`src/rtl/seg7_pkg.sv`:
```
// Shared types and constants for the 7-segment scan controller.
package seg7_pkg;

  localparam int DIGIT_W = 4;

  typedef logic [DIGIT_W-1:0] nibble_t;

  typedef enum logic {
    PH_BLANK = 1'b0,
    PH_SHOW  = 1'b1
  } scan_phase_t;

  // Legal configuration: at least two digits, a slot of at least two cycles,
  // and a blanking window strictly shorter than the slot.
  function automatic bit cfg_ok(input int n_digits, input int clk_div, input int blank_cyc);
    return (n_digits >= 2) && (clk_div >= 2) && (blank_cyc >= 0) && (blank_cyc < clk_div);
  endfunction

endpackage

```
`src/rtl/seg7_scan_ctrl_if.sv`:
```
// Load handshake, display controls and decoder/digit drive for the scan controller.
interface seg7_scan_ctrl_if
  import seg7_pkg::*;
#(
  parameter int N_DIGITS = 4
);

  logic                          load_valid;
  logic                          load_ready;
  logic [DIGIT_W*N_DIGITS-1:0]   load_data;
  logic [N_DIGITS-1:0]           blank_mask;
  logic                          lz_suppress;
  nibble_t                       nibble_out;
  logic                          dec_blank;
  logic [N_DIGITS-1:0]           digit_en;
  logic                          frame_tick;

  modport master (
    output load_valid, load_data, blank_mask, lz_suppress,
    input  load_ready, nibble_out, dec_blank, digit_en, frame_tick
  );

  modport slave (
    input  load_valid, load_data, blank_mask, lz_suppress,
    output load_ready, nibble_out, dec_blank, digit_en, frame_tick
  );

endinterface

```
`src/rtl/seg7_scan_timer.sv`:
```
// Slot counter and digit index for the display scan; flags slot and frame ends.
module seg7_scan_timer
  import seg7_pkg::*;
#(
  parameter int N_DIGITS  = 4,
  parameter int CLK_DIV   = 50000,
  parameter int BLANK_CYC = 16,
  parameter int CW        = $clog2(CLK_DIV),
  parameter int IW        = $clog2(N_DIGITS)
) (
  input  logic          clk,
  input  logic          reset,
  output logic [IW-1:0] idx,
  output logic          slot_last,
  output logic          frame_last,
  output scan_phase_t   phase
);

  logic [CW-1:0] cnt;

  assign slot_last  = (cnt == CW'(CLK_DIV - 1));
  assign frame_last = slot_last && (idx == IW'(N_DIGITS - 1));
  assign phase      = (int'(cnt) < BLANK_CYC) ? PH_BLANK : PH_SHOW;

  // Advance the slot counter every cycle and step to the next digit at slot end.
  always_ff @(posedge clk) begin
    if (reset) begin
      cnt <= '0;
      idx <= '0;
    end else if (slot_last) begin
      cnt <= '0;
      idx <= (idx == IW'(N_DIGITS - 1)) ? '0 : idx + 1'b1;
    end else begin
      cnt <= cnt + 1'b1;
    end
  end

endmodule

```
`src/rtl/seg7_scan_ctrl.sv`:
```
// Time-multiplexed scan controller for an N-digit 7-segment display.
// New values are staged in a pending register and only reach the displayed
// shadow at a frame boundary, so a frame never mixes old and new digits.
module seg7_scan_ctrl
  import seg7_pkg::*;
#(
  parameter int N_DIGITS  = 4,
  parameter int CLK_DIV   = 50000,
  parameter int BLANK_CYC = 16
) (
  input  logic             clk,
  input  logic             reset,
  seg7_scan_ctrl_if.slave  bus
);

  localparam int IW = $clog2(N_DIGITS);
  localparam int VW = DIGIT_W * N_DIGITS;

  if (!cfg_ok(N_DIGITS, CLK_DIV, BLANK_CYC)) begin : g_bad_cfg
    $error("seg7_scan_ctrl: illegal N_DIGITS/CLK_DIV/BLANK_CYC combination");
  end

  logic [IW-1:0] idx;
  logic          slot_last;
  logic          frame_last;
  logic          boundary;
  scan_phase_t   phase;

  logic [VW-1:0] shadow;
  logic [VW-1:0] pending;
  logic          pending_v;
  logic          xfer;
  nibble_t       digit [N_DIGITS];
  logic          lz_cur;

  seg7_scan_timer #(
    .N_DIGITS  (N_DIGITS),
    .CLK_DIV   (CLK_DIV),
    .BLANK_CYC (BLANK_CYC)
  ) u_timer (
    .clk        (clk),
    .reset      (reset),
    .idx        (idx),
    .slot_last  (slot_last),
    .frame_last (frame_last),
    .phase      (phase)
  );

  assign boundary       = slot_last && frame_last;
  assign bus.load_ready = !pending_v;
  assign xfer           = bus.load_valid && !pending_v;

  for (genvar g = 0; g < N_DIGITS; g++) begin : g_digit
    assign digit[g] = shadow[g*DIGIT_W +: DIGIT_W];
  end

  // Leading zero: current digit and every higher digit are zero (digit 0 exempt).
  always_comb begin
    lz_cur = bus.lz_suppress && (idx != '0);
    for (int i = 0; i < N_DIGITS; i++) begin
      if ((i >= int'(idx)) && (digit[i] != '0)) lz_cur = 1'b0;
    end
  end

  // Stage loads in the pending register and promote them at the frame boundary.
  always_ff @(posedge clk) begin
    if (reset) begin
      shadow    <= '0;
      pending   <= '0;
      pending_v <= 1'b0;
    end else begin
      if (boundary && pending_v) begin
        shadow    <= pending;
        pending_v <= 1'b0;
      end
      if (xfer) begin
        pending   <= bus.load_data;
        pending_v <= 1'b1;
      end
    end
  end

  // Registered display drive: all digits off in BLANK, one digit on in SHOW.
  always_ff @(posedge clk) begin
    if (reset) begin
      bus.nibble_out <= '0;
      bus.dec_blank  <= 1'b1;
      bus.digit_en   <= '0;
      bus.frame_tick <= 1'b0;
    end else begin
      bus.frame_tick <= boundary;
      bus.nibble_out <= digit[idx];
      if (phase == PH_SHOW) begin
        bus.digit_en  <= N_DIGITS'(1) << idx;
        bus.dec_blank <= bus.blank_mask[idx] | lz_cur;
      end else begin
        bus.digit_en  <= '0;
        bus.dec_blank <= 1'b1;
      end
    end
  end

endmodule

```
`src/flat_wrapper.sv`:
```
// flat-port wrapper written by rule: the top's interface ports become plain ports
module seg7_scan_ctrl_flat import seg7_pkg::*;
#(
  parameter int N_DIGITS  = 4,
  parameter int CLK_DIV   = 50000,
  parameter int BLANK_CYC = 16
)
  (clk, reset, bus_load_valid, bus_load_data, bus_blank_mask, bus_lz_suppress, bus_load_ready, bus_nibble_out, bus_dec_blank, bus_digit_en, bus_frame_tick);
  seg7_scan_ctrl_if #(.N_DIGITS(N_DIGITS)) bus_i ();
  input  logic clk;
  input  logic reset;
  input wire logic [$bits(bus_i.load_valid)-1:0] bus_load_valid;
  input wire logic [$bits(bus_i.load_data)-1:0] bus_load_data;
  input wire logic [$bits(bus_i.blank_mask)-1:0] bus_blank_mask;
  input wire logic [$bits(bus_i.lz_suppress)-1:0] bus_lz_suppress;
  output wire logic [$bits(bus_i.load_ready)-1:0] bus_load_ready;
  output wire logic [$bits(bus_i.nibble_out)-1:0] bus_nibble_out;
  output wire logic [$bits(bus_i.dec_blank)-1:0] bus_dec_blank;
  output wire logic [$bits(bus_i.digit_en)-1:0] bus_digit_en;
  output wire logic [$bits(bus_i.frame_tick)-1:0] bus_frame_tick;
  assign bus_i.load_valid = bus_load_valid;
  assign bus_i.load_data = bus_load_data;
  assign bus_i.blank_mask = bus_blank_mask;
  assign bus_i.lz_suppress = bus_lz_suppress;
  assign bus_load_ready = bus_i.load_ready;
  assign bus_nibble_out = bus_i.nibble_out;
  assign bus_dec_blank = bus_i.dec_blank;
  assign bus_digit_en = bus_i.digit_en;
  assign bus_frame_tick = bus_i.frame_tick;
  seg7_scan_ctrl #(.N_DIGITS(N_DIGITS), .CLK_DIV(CLK_DIV), .BLANK_CYC(BLANK_CYC)) u_core (.clk(clk), .reset(reset), .bus(bus_i));
endmodule
```
`config.mk`:
```
export PLATFORM = sky130hd
export DESIGN_NAME = seg7_scan_ctrl_flat
export DESIGN_NICKNAME = d
export VERILOG_FILES = /design/src/rtl/seg7_pkg.sv /design/src/rtl/seg7_scan_ctrl_if.sv /design/src/rtl/seg7_scan_timer.sv /design/src/rtl/seg7_scan_ctrl.sv /design/src/flat_wrapper.sv
export SDC_FILE = /design/constraint.sdc
export NUM_CORES = 1
export LEC_CHECK = 0
export CAP_MARGIN = 20
export CORE_MARGIN = 2
export CORE_UTILIZATION = 61
export CTS_BUF_LIST = sky130_fd_sc_hd__clkbuf_2
export CTS_CLUSTER_SIZE = 24
export DETAILED_ROUTE_END_ITERATION = 7
export PLACE_DENSITY = 0.87
export SYNTH_ARGS = -nofsm -noshare
export SYNTH_HDL_FRONTEND = slang
export SYNTH_SLANG_ARGS = --single-unit
```
`constraint.sdc`:
```
create_clock -name clk -period 4.9 [get_ports clk]
set_input_delay 0.49 -clock clk [delete_from_list [all_inputs] [get_ports clk]]
set_output_delay 0.49 -clock clk [all_outputs]
set_load 0.01 [all_outputs]
```
## After elaboration in Yosys (flattened, before gate mapping)

Cells that the tools add are included.

| storage, ports and cells | value |
|---|---|
| bits in registers | 61 |
| input port bits | 24 |
| output and inout port bits | 11 |
| word-level logic and storage cells | 51 |

| operators by class | value |
|---|---|
| $add $sub $neg | 2 |
| magnitude comparators | 6 |
| equal/unequal tests | 2 |
| shift-type cells | 1 |
| mux-type cells | 12 |
| bitwise logic cells | 2 |
| reductions and logical operators | 17 |

Operators by type and width:

| cell | number |
|---|---|
| $add A16 B1 Y16 const B | 1 |
| $eq A16 B16 Y1 const B | 1 |
| $lt A16 B5 Y1 const B | 1 |
| $reduce_bool A4 Y1 | 4 |
| $bmux W4 S2 | 1 |
| $logic_and A1 B1 Y1 | 8 |
| $mux W4 | 2 |
| $mux W1 | 7 |
| $ge A1 B2 Y1 const A | 2 |
| $reduce_bool A2 Y1 | 2 |
| $reduce_or A2 Y1 | 2 |
| $shl A1 B2 Y4 const A | 1 |
| $ge A3 B3 Y1 const B | 1 |
| $lt A2 B3 Y1 const B | 1 |
| $not A2 Y3 | 1 |
| $add A2 B1 Y2 const B | 1 |
| $bmux W1 S2 | 1 |
| $eq A2 B2 Y1 const B | 1 |
| $ge A2 B2 Y1 const A | 1 |
| $mux W2 | 1 |
| $logic_not A1 Y1 | 1 |
| $or A1 B1 Y1 | 1 |

## Logic depth before layout (Yosys ltp)

Gate-level depths: netlist of the first run.

| depth | value |
|---|---|
| word-level depth | 7 |
| gate-level depth with buffers | 7 |
| depth with buffers taken out | 5 |

## Cells and area by module

Synthesis of the first run repeated with hierarchy kept, for this count alone.

| unflattened totals | value |
|---|---|
| cell total of the unflattened synthesis | 277 |
| area, all modules | 2,471.1 sq um |

Modules (own cells, without submodules):

| module | times used | cells an instance | area an instance (sq um) | seq. area each (sq um) |
|---|---|---|---|---|
| seg7_scan_ctrl | 1 | 183 | 1,599.0 | 860.8 |
| seg7_scan_timer | 1 | 94 | 872.1 | 360.3 |

## Least setup slack after synthesis of the first run

No wires, ideal clock.

| timing | value |
|---|---|
| path kind | register to register |
| start | register u_core.u_timer.cnt[0] |
| end | register u_core.shadow[10] |
| library setup time | 0.072 ns |
| arrival | 1.673 ns |
| required time | 4.828 ns |
| setup slack | 3.155 ns |
| stages on the path, launching flop included | 8 |
| path buffers | 2 |
| clock period less this slack | 1.745 ns |
| cells stage by stage | dfxtp_1 ha_1 nand3_2 or3_4 nor4_4 buf_6 buf_12 mux2i_1 |

| on the way | value |
|---|---|
| cells in the longest elaborated chain, start to end | 4 |

RTL lines:

| item | line | RTL |
|---|---|---|
| start, declared | seg7_scan_timer.sv:19 | `logic [CW-1:0] cnt;` |
| start signal, assigned | seg7_scan_timer.sv:34 | `cnt <= cnt + 1'b1;` |
| $eq A16 B16 Y1 (*) | seg7_scan_timer.sv:21 | `assign slot_last = (cnt == CW'(CLK_DIV - 1));` |
| $logic_and A1 B1 Y1 | seg7_scan_timer.sv:22 | `assign frame_last = slot_last && (idx == IW'(N_DIGITS - 1));` |
| $logic_and A1 B1 Y1 (*) | seg7_scan_ctrl.sv:49 | `assign boundary = slot_last && frame_last;` |
| $logic_and A1 B1 Y1 (*) | seg7_scan_ctrl.sv:72 | `if (boundary && pending_v) begin` |
| end signal, assigned | seg7_scan_ctrl.sv:73 | `shadow <= pending;` |
| end, declared | seg7_scan_ctrl.sv:29 | `logic [VW-1:0] shadow;` |

Every way passes the cells marked *; elsewhere a longest branch is shown, timed or not.
A chain may end at the register's enable or synchronous reset.

## Worst setup path in the final report of the first run

| timing | value |
|---|---|
| start | register u_core.pending_v |
| end | output bus_load_ready |

| on the way | value |
|---|---|
| cells in the longest elaborated chain, start to end | 1 |

RTL lines:

| item | line | RTL |
|---|---|---|
| start, declared | seg7_scan_ctrl.sv:31 | `logic pending_v;` |
| start signal, assigned | seg7_scan_ctrl.sv:70 | `pending_v <= 1'b0;` |
| start signal, assigned | seg7_scan_ctrl.sv:74 | `pending_v <= 1'b0;` |
| start signal, assigned | seg7_scan_ctrl.sv:78 | `pending_v <= 1'b1;` |
| $logic_not A1 Y1 | seg7_scan_ctrl.sv:50 | `assign bus.load_ready = !pending_v;` |
| end, declared | flat_wrapper.sv:16 | `output wire logic [$bits(bus_i.load_ready)-1:0] bus_load_ready;` |

No other way between the ends.

==> flow_summary.yaml, run 1 <==
cts:
  h-tree-depth: 3
  max-clock-path-buffers: 2
  cts_tree: "built"
  cts_hold_buf: 0
  clk_pin_slew_worst_paths_ns: 0.15
  cts.root.buffer_cell: "clkbuf_2"
  insertion_delay_ns: 0.48
  cts.sinks: 61
  numCtsBuffers: 9
  cts_setup_buffers: 0
  cts_resized: 0
floorplan:
  coreArea_um2: 4060
  ios: 35
  die_height_um: 69.6
  die_area_um2: 4840
  start_util_pct: 64.6
  rows: 23
  die_x_um: 69.6
place:
  placed_cell_area_um2: 2960
  numPortBuffers: 34
  dp_slack_ns: 2.65
  gp_congestion: 0.834
  dpl.hpwl_mm: 3.63
routing:
  drt_iter0_drc: 147
  drt_wl_total_mm: 4.98
  dr.pass1.iters: 5
  ant_nets: 0
  vias: 2049
  viasPerCell: 5.55
  drc: 0
  post_drt_wl_per_cell_um: 13.5
hold_path:
  hold_path_class: "register to register"
  hold_depth: 2
  whs_endpoint: "u_core.pending[1]"
  hold_start: "u_core.pending[1]"
sta:
  rsz0062_at_grt: "no"
  worst_clock_skew_ns: 0.0125
  fmax_ghz: 0.492
  drv_slew: 0
  holdWs_ns: 0.465
  slew_headroom_pct: 35.6
  setup_slack_ns: 2.87
  max_slew.worst_pin.slew_ns: 0.964
  period_minus_slack_ns: 2.03
  final_hold_viol_count: 0
  period_share_pct: 41.5
  setup_tns_ns: 0
  setup_viol: 0
logic_synthesis:
  yosysTopAreaCell: "dfxtp_1"
  yosysWarnings: 0
  synthTopCellsByArea: "dfxtp_1 47%, nand2b_1 7.6%, mux2i_1 6.1%"
  yosysTopAreaCellShare_pct: 46.6
  synth_cell_types: 36
  syn_avg_cell_area_um2: 9.30
  yosys_register_bits: 61
  syn_nets: 311
  syn-instance-count: 282
  syn_area_um2: 2620
  yosysSeqAreaShare_pct: 46.6
global_route:
  grt_max_degree: 31
  grt_pass1_wl_mm: 8.38
  grt_pass1_vias: 1866
  grtUsageTotal_pct: 21.7
  antenna_found_initial: 0
  grt_overflow_total: 0
pwr:
  leakage_uw: 0.00103
  switching_power_uw: 199
  swShare_pct: 24.9
  combPwrFrac_pct: 7.0
  ir_drop_mv: 0.184
  power.internal_uw: 600
  pwr-share-seq_pct: 64.2
  p_per_area_nw_per_um2: 263
  clock_power_share_pct: 28.8
finish:
  areaGrowthSynthToFinish_pct: 15.7
  nNetsFinal: 344
  drive_gt1_share_pct: 6.90
  num_antenna_cells: 0
  final_area_um2: 3030
critical_path:
  crit_type: "register to output port"
  r2r-end: "u_core.shadow[14]"
  critPathMaxStageDelay_ns: 0.57
  cp-start-kind: "register"
  r2r_cells: 6
  cp-end-kind: "output port"
  path_cells: "inv_1 > clkdlybuf4s50_1"
  path_max_fanout: 3
  r2r_slack_ns: 2.98
  required_ns: 4.41
  slowest_stage: "clkdlybuf4s50_1"
  cp.arrival_ns: 1.54
  rr_startpoint: "u_core.u_timer.cnt[0]"
job:
  max_cap_viol_count: 0
run_status:
  status: "completed"
-- registers in the layout (all words and copies together) (netlist names) --
signal / cells
u_core.bus.dec_blank: 1
u_core.bus.digit_en: 4
u_core.bus.frame_tick: 1
u_core.bus.nibble_out: 4
u_core.pending: 16
u_core.pending_v: 1
u_core.shadow: 16
u_core.u_timer.cnt: 16
u_core.u_timer.idx: 2
-- worst max-delay path, delay by kind of cell, from the launching register on --
family	cells	cell delay [ns]
buffers and inverters	2	0.72
flip-flops	1	0.35
-- metrics by stage --
step           total power (uW)  utilization (%)  instances
3_5_place_dp                580             73.0        354
5_1_grt                     829             74.8        369
3_3_place_gp                577             73.0        354
4_1_cts                     804             74.8        369
2_1_floorplan               553                -        282
6_report                    799             74.8        369
-- final cells by class --
| type | count | area, um^2 |
|---|---|---|
| clock inverter | 4 | 16.3 |
| timing repair buffer | 36 | 355 |
| clock buffer | 11 | 55.1 |
| multi-input combinational | 198 | 1290 |
| sequential | 61 | 1220 |
| fill | 308 | 1020 |
| inverter | 9 | 33.8 |
| tap | 50 | 62.6 |
-- metal layers --
layer | vias to the layer above | track usage [%] | routed length (um)
li1 | 1020 | - | -
met1 | 947 | 28.3 | 2270
met2 | 71 | 33.5 | 2320
met3 | 11 | 4.94 | 296
met4 | 0 | 11.8 | 99
met5 | - | 0 | 0
-- cell usage in the layout, fill, tap and decap left out, types with 5 or more instances in the layout --
master and n:
dfxtp_1 61, nand2_1 38, clkdlybuf4s50_1 34, nand2b_1 32
a21oi_1 20, nor2_1 19, mux2i_1 16, clkbuf_2 11
xnor2_1 10, inv_1 9, nor4_1 8, nand3_1 6
nor2b_1 5, nor3_1 5, mux4_2 5, ha_1 5
-- power groups by stage --
| stage | clock network, uW | logic [uW] | registers, uW |
|---|---|---|---|
| after floorplan | 0 | 31.0 | 522 |
| after global placement | 0 | 54.0 | 523 |
| after detailed placement | 0 | 56.1 | 523 |
| after CTS | 235 | 56.3 | 513 |
| after global routing | 252 | 62.4 | 514 |
| final | 230 | 55.7 | 513 |
-- Yosys cell counts --
cell type and n:
a21o_1 1, a21oi_1 20, a31oi_1 1, and2_1 1, and3_1 4, buf_12 1
buf_2 1, buf_6 1, clkbuf_1 11, dfxtp_1 61, ha_1 5, inv_1 9
mux2i_1 16, mux4_2 5, nand2_1 38, nand2b_1 32, nand3_1 6, nand3_2 1
nand3b_1 1, nand4_1 4, nor2_1 19, nor2b_1 5, nor3_1 5, nor4_1 8
nor4_4 1, nor4b_1 1, o2111ai_1 1, o21ai_0 4, o31ai_1 1, or2_0 1
or2_1 1, or3_1 1, or3_4 1, or4_1 2, xnor2_1 10, xor2_1 2
-- how the worst max path moves through the flow --
stage	slack, ns	cells after the start	to	start
6_report	2.87	2	bus_load_ready	u_core.pending_v
5_1_grt	2.80	2	bus_load_ready	u_core.pending_v
4_1_cts	2.85	2	bus_load_ready	u_core.pending_v
3_5_place_dp	2.65	4	u_core.shadow[14]	reset
3_3_place_gp	2.67	4	u_core.shadow[0]	reset
2_1_floorplan	3.15	7	u_core.shadow[10]	u_core.u_timer.cnt[0]
-- cell families (layout without fill, tap and decap cells) --
group                    count (synthesis)  after routing  share of synthesized area [%]
XOR/XNOR                                12             12                           4.01
AND/OR/NAND/NOR                        132            132                           26.7
adder cells (fa/ha/maj)                  5              5                           2.39
multiplexers                            21             21                           10.4
buffers and inverters                   23             60                           4.25
flip-flops                              61             61                           46.6
AO/OA/AOI/OAI                           28             28                           5.73
Note: power is estimated with default switching activity, not from simulation.
==> run 2, diff against run 1 <==
--- a/config.mk
+++ b/config.mk
@@ -7,11 +7,11 @@
 export LEC_CHECK = 0
 export CAP_MARGIN = 20
 export CORE_MARGIN = 2
-export CORE_UTILIZATION = 61
+export CORE_UTILIZATION = 56
 export CTS_BUF_LIST = sky130_fd_sc_hd__clkbuf_2
 export CTS_CLUSTER_SIZE = 24
 export DETAILED_ROUTE_END_ITERATION = 7
-export PLACE_DENSITY = 0.87
+export PLACE_DENSITY = 0.81
 export SYNTH_ARGS = -nofsm -noshare
 export SYNTH_HDL_FRONTEND = slang
 export SYNTH_SLANG_ARGS = --single-unit
==> constraint.sdc (replaced) <==
create_clock -name clk -period 1.97 [get_ports clk]
set_input_delay 0.197 -clock clk [delete_from_list [all_inputs] [get_ports clk]]
set_output_delay 0.197 -clock clk [all_outputs]
set_load 0.01 [all_outputs]
==> run 2 against run 1 <==
  * Sequential power is 150% higher
  * Cell count is 1.6% higher
  * Sequential share of layout area is 1.4 points lower
==> flow_summary.yaml, run 2 (synthesized netlist as in run 1, its figures left out) <==
finish:
  top_regs: "u_core.pending x16, u_core.shadow x16, u_core.u_timer.cnt x16"
  num_antenna_cells: 0
  areaGrowthSynthToFinish_pct: 19.8
  final_area_um2: 3140
  fillers: 361
  nNetsFinal: 347
  final_common_cell: "dfxtp_1"
  drive_gt1_share_pct: 8.36
  final_cell_mix: "61 x dfxtp_1, 38 x nand2_1, 34 x clkdlybuf4s50_1"
  stdcell_count: 375
  multi_input_area_um2: 1290
  ff_latch_area_um2: 1220
global_route:
  grt_max_degree: 60
  gr-usage-met3_pct: 6.25
  antenna_found_initial: 0
  grt_pass1_wl_mm: 8.45
  grtUsageTotal_pct: 20.9
  grt_pass1_vias: 1870
  grt.busiest_layer: "met2"
  use_met1_pct: 29.1
  grt_overflow_total: 0
  grt_util_met2_pct: 30.1
hold_path:
  hold_path_class: "input pin to register"
routing:
  drc: 0
  vias: 2015
  drt_iter0_drc: 125
  drt_wl_total_mm: 4.83
  viasPerCell: 5.37
  post_drt_wl_per_cell_um: 12.9
  dr.pass1.iters: 4
  ant_nets: 0
cts:
  clk_pin_slew_worst_paths_ns: 0.17
  cts_setup_buffers: 0
  numCtsBuffers: 9
  cts_tree: "built"
  cts_hold_buf: 0
  cts.root.buffer_cell: "clkbuf_2"
  max-clock-path-buffers: 2
  cts_resized: 0
  h-tree-depth: 3
  insertion_delay_ns: 0.48
  cts.sinks: 61
floorplan:
  rows: 24
  die_x_um: 72.4
  coreArea_um2: 4440
  start_util_pct: 59.0
  die_height_um: 72.4
  die_area_um2: 5250
  ios: 35
sta:
  max_slew.worst_pin.slew_ns: 0.525
  slew_headroom_pct: 64.9
  period_minus_slack_ns: 1.84
  setup_tns_ns: 0
  holdWs_ns: 0.238
  fmax_ghz: 0.543
  worst_clock_skew_ns: 0.0238
  setup_slack_ns: 0.127
  drv_slew: 0
  final_hold_viol_count: 0
  period_share_pct: 93.6
  rsz0062_at_grt: "no"
  setup_viol: 0
critical_path:
  path_max_fanout: 17
  cp-start-kind: "register"
  required_ns: 2.37
  cp-end-kind: "register"
  cp.arrival_ns: 2.25
  crit_type: "register to register"
run_status:
  status: "completed"
place:
  dp_slack_ns: 0.150
  numPortBuffers: 34
  place_inst: 359
  gp_congestion: 0.844
  placed_cell_area_um2: 3010
  dpl.hpwl_mm: 3.36
pwr:
  leakage_uw: 0.00108
  p_per_area_nw_per_um2: 724
  ir_drop_mv: 0.371
job:
  max_cap_viol_count: 0
==> run 2: cell types whose count changed in the layout (fill, tap and decap cells not counted) <==
cell and change:
clkinv_2 +1, clkbuf_2 -1, buf_4 +1, clkinv_1 -1, bufinv_16 +2, buf_12 +2
==> run 2: report_power, final <==
group	internal (uW)	leakage [uW]	switching, uW	total [uW]
combinational	81.7	0.000507	62.9	145
clock	414	0.0000808	440	853
sequential	1260	0.000495	15.1	1270
total	1760	0.00108	518	2270
==> run 2: worst paths after layout <==
kind / end / start / depth (start not counted) / slack (ns)
worst min register to register: u_core.pending[3] / u_core.pending[3] / 2 / 0.47
worst max-delay path: u_core.shadow[0] / u_core.u_timer.cnt[0] / 6 / 0.13
worst max register to register: u_core.shadow[0] / u_core.u_timer.cnt[0] / 6 / 0.13
worst min-delay path: u_core.pending[7] / bus_load_data[7] / 3 / 0.24
==> run 2: through the flow <==
step           power (uW)  utilization [%]
6_report             2270             70.7
4_1_cts              2290             70.7
5_1_grt              2360             70.7
3_3_place_gp         1440             67.8
3_5_place_dp         1450             67.8
2_1_floorplan        1380                -
==> run 2: cell type report <==
| cell class | count | area share [%] |
|---|---|---|
| tap | 52 | 2.07 |
| multi-input combinational | 198 | 41.1 |
| sequential | 61 | 38.9 |
| clock inverter | 6 | 2.47 |
| inverter | 9 | 1.08 |
| clock buffer | 10 | 1.59 |
| timing repair buffer | 39 | 12.8 |
==> run 2: layer usage <==
metal | vias up | share of wire, %
met4 | 0 | 1.2
li1 | 1025 | -
met1 | 926 | 50
met3 | 6 | 5.2
met2 | 58 | 43
met5 | - | 0
==> run 2: worst max-delay path, cell delays in order, from the launching register on <==
cell	delay (ns)
dfxtp_1	0.40
ha_1	0.23
nand3_2	0.12
or3_4	0.41
nor4_4	0.19
buf_12	0.21
mux2i_1	0.21
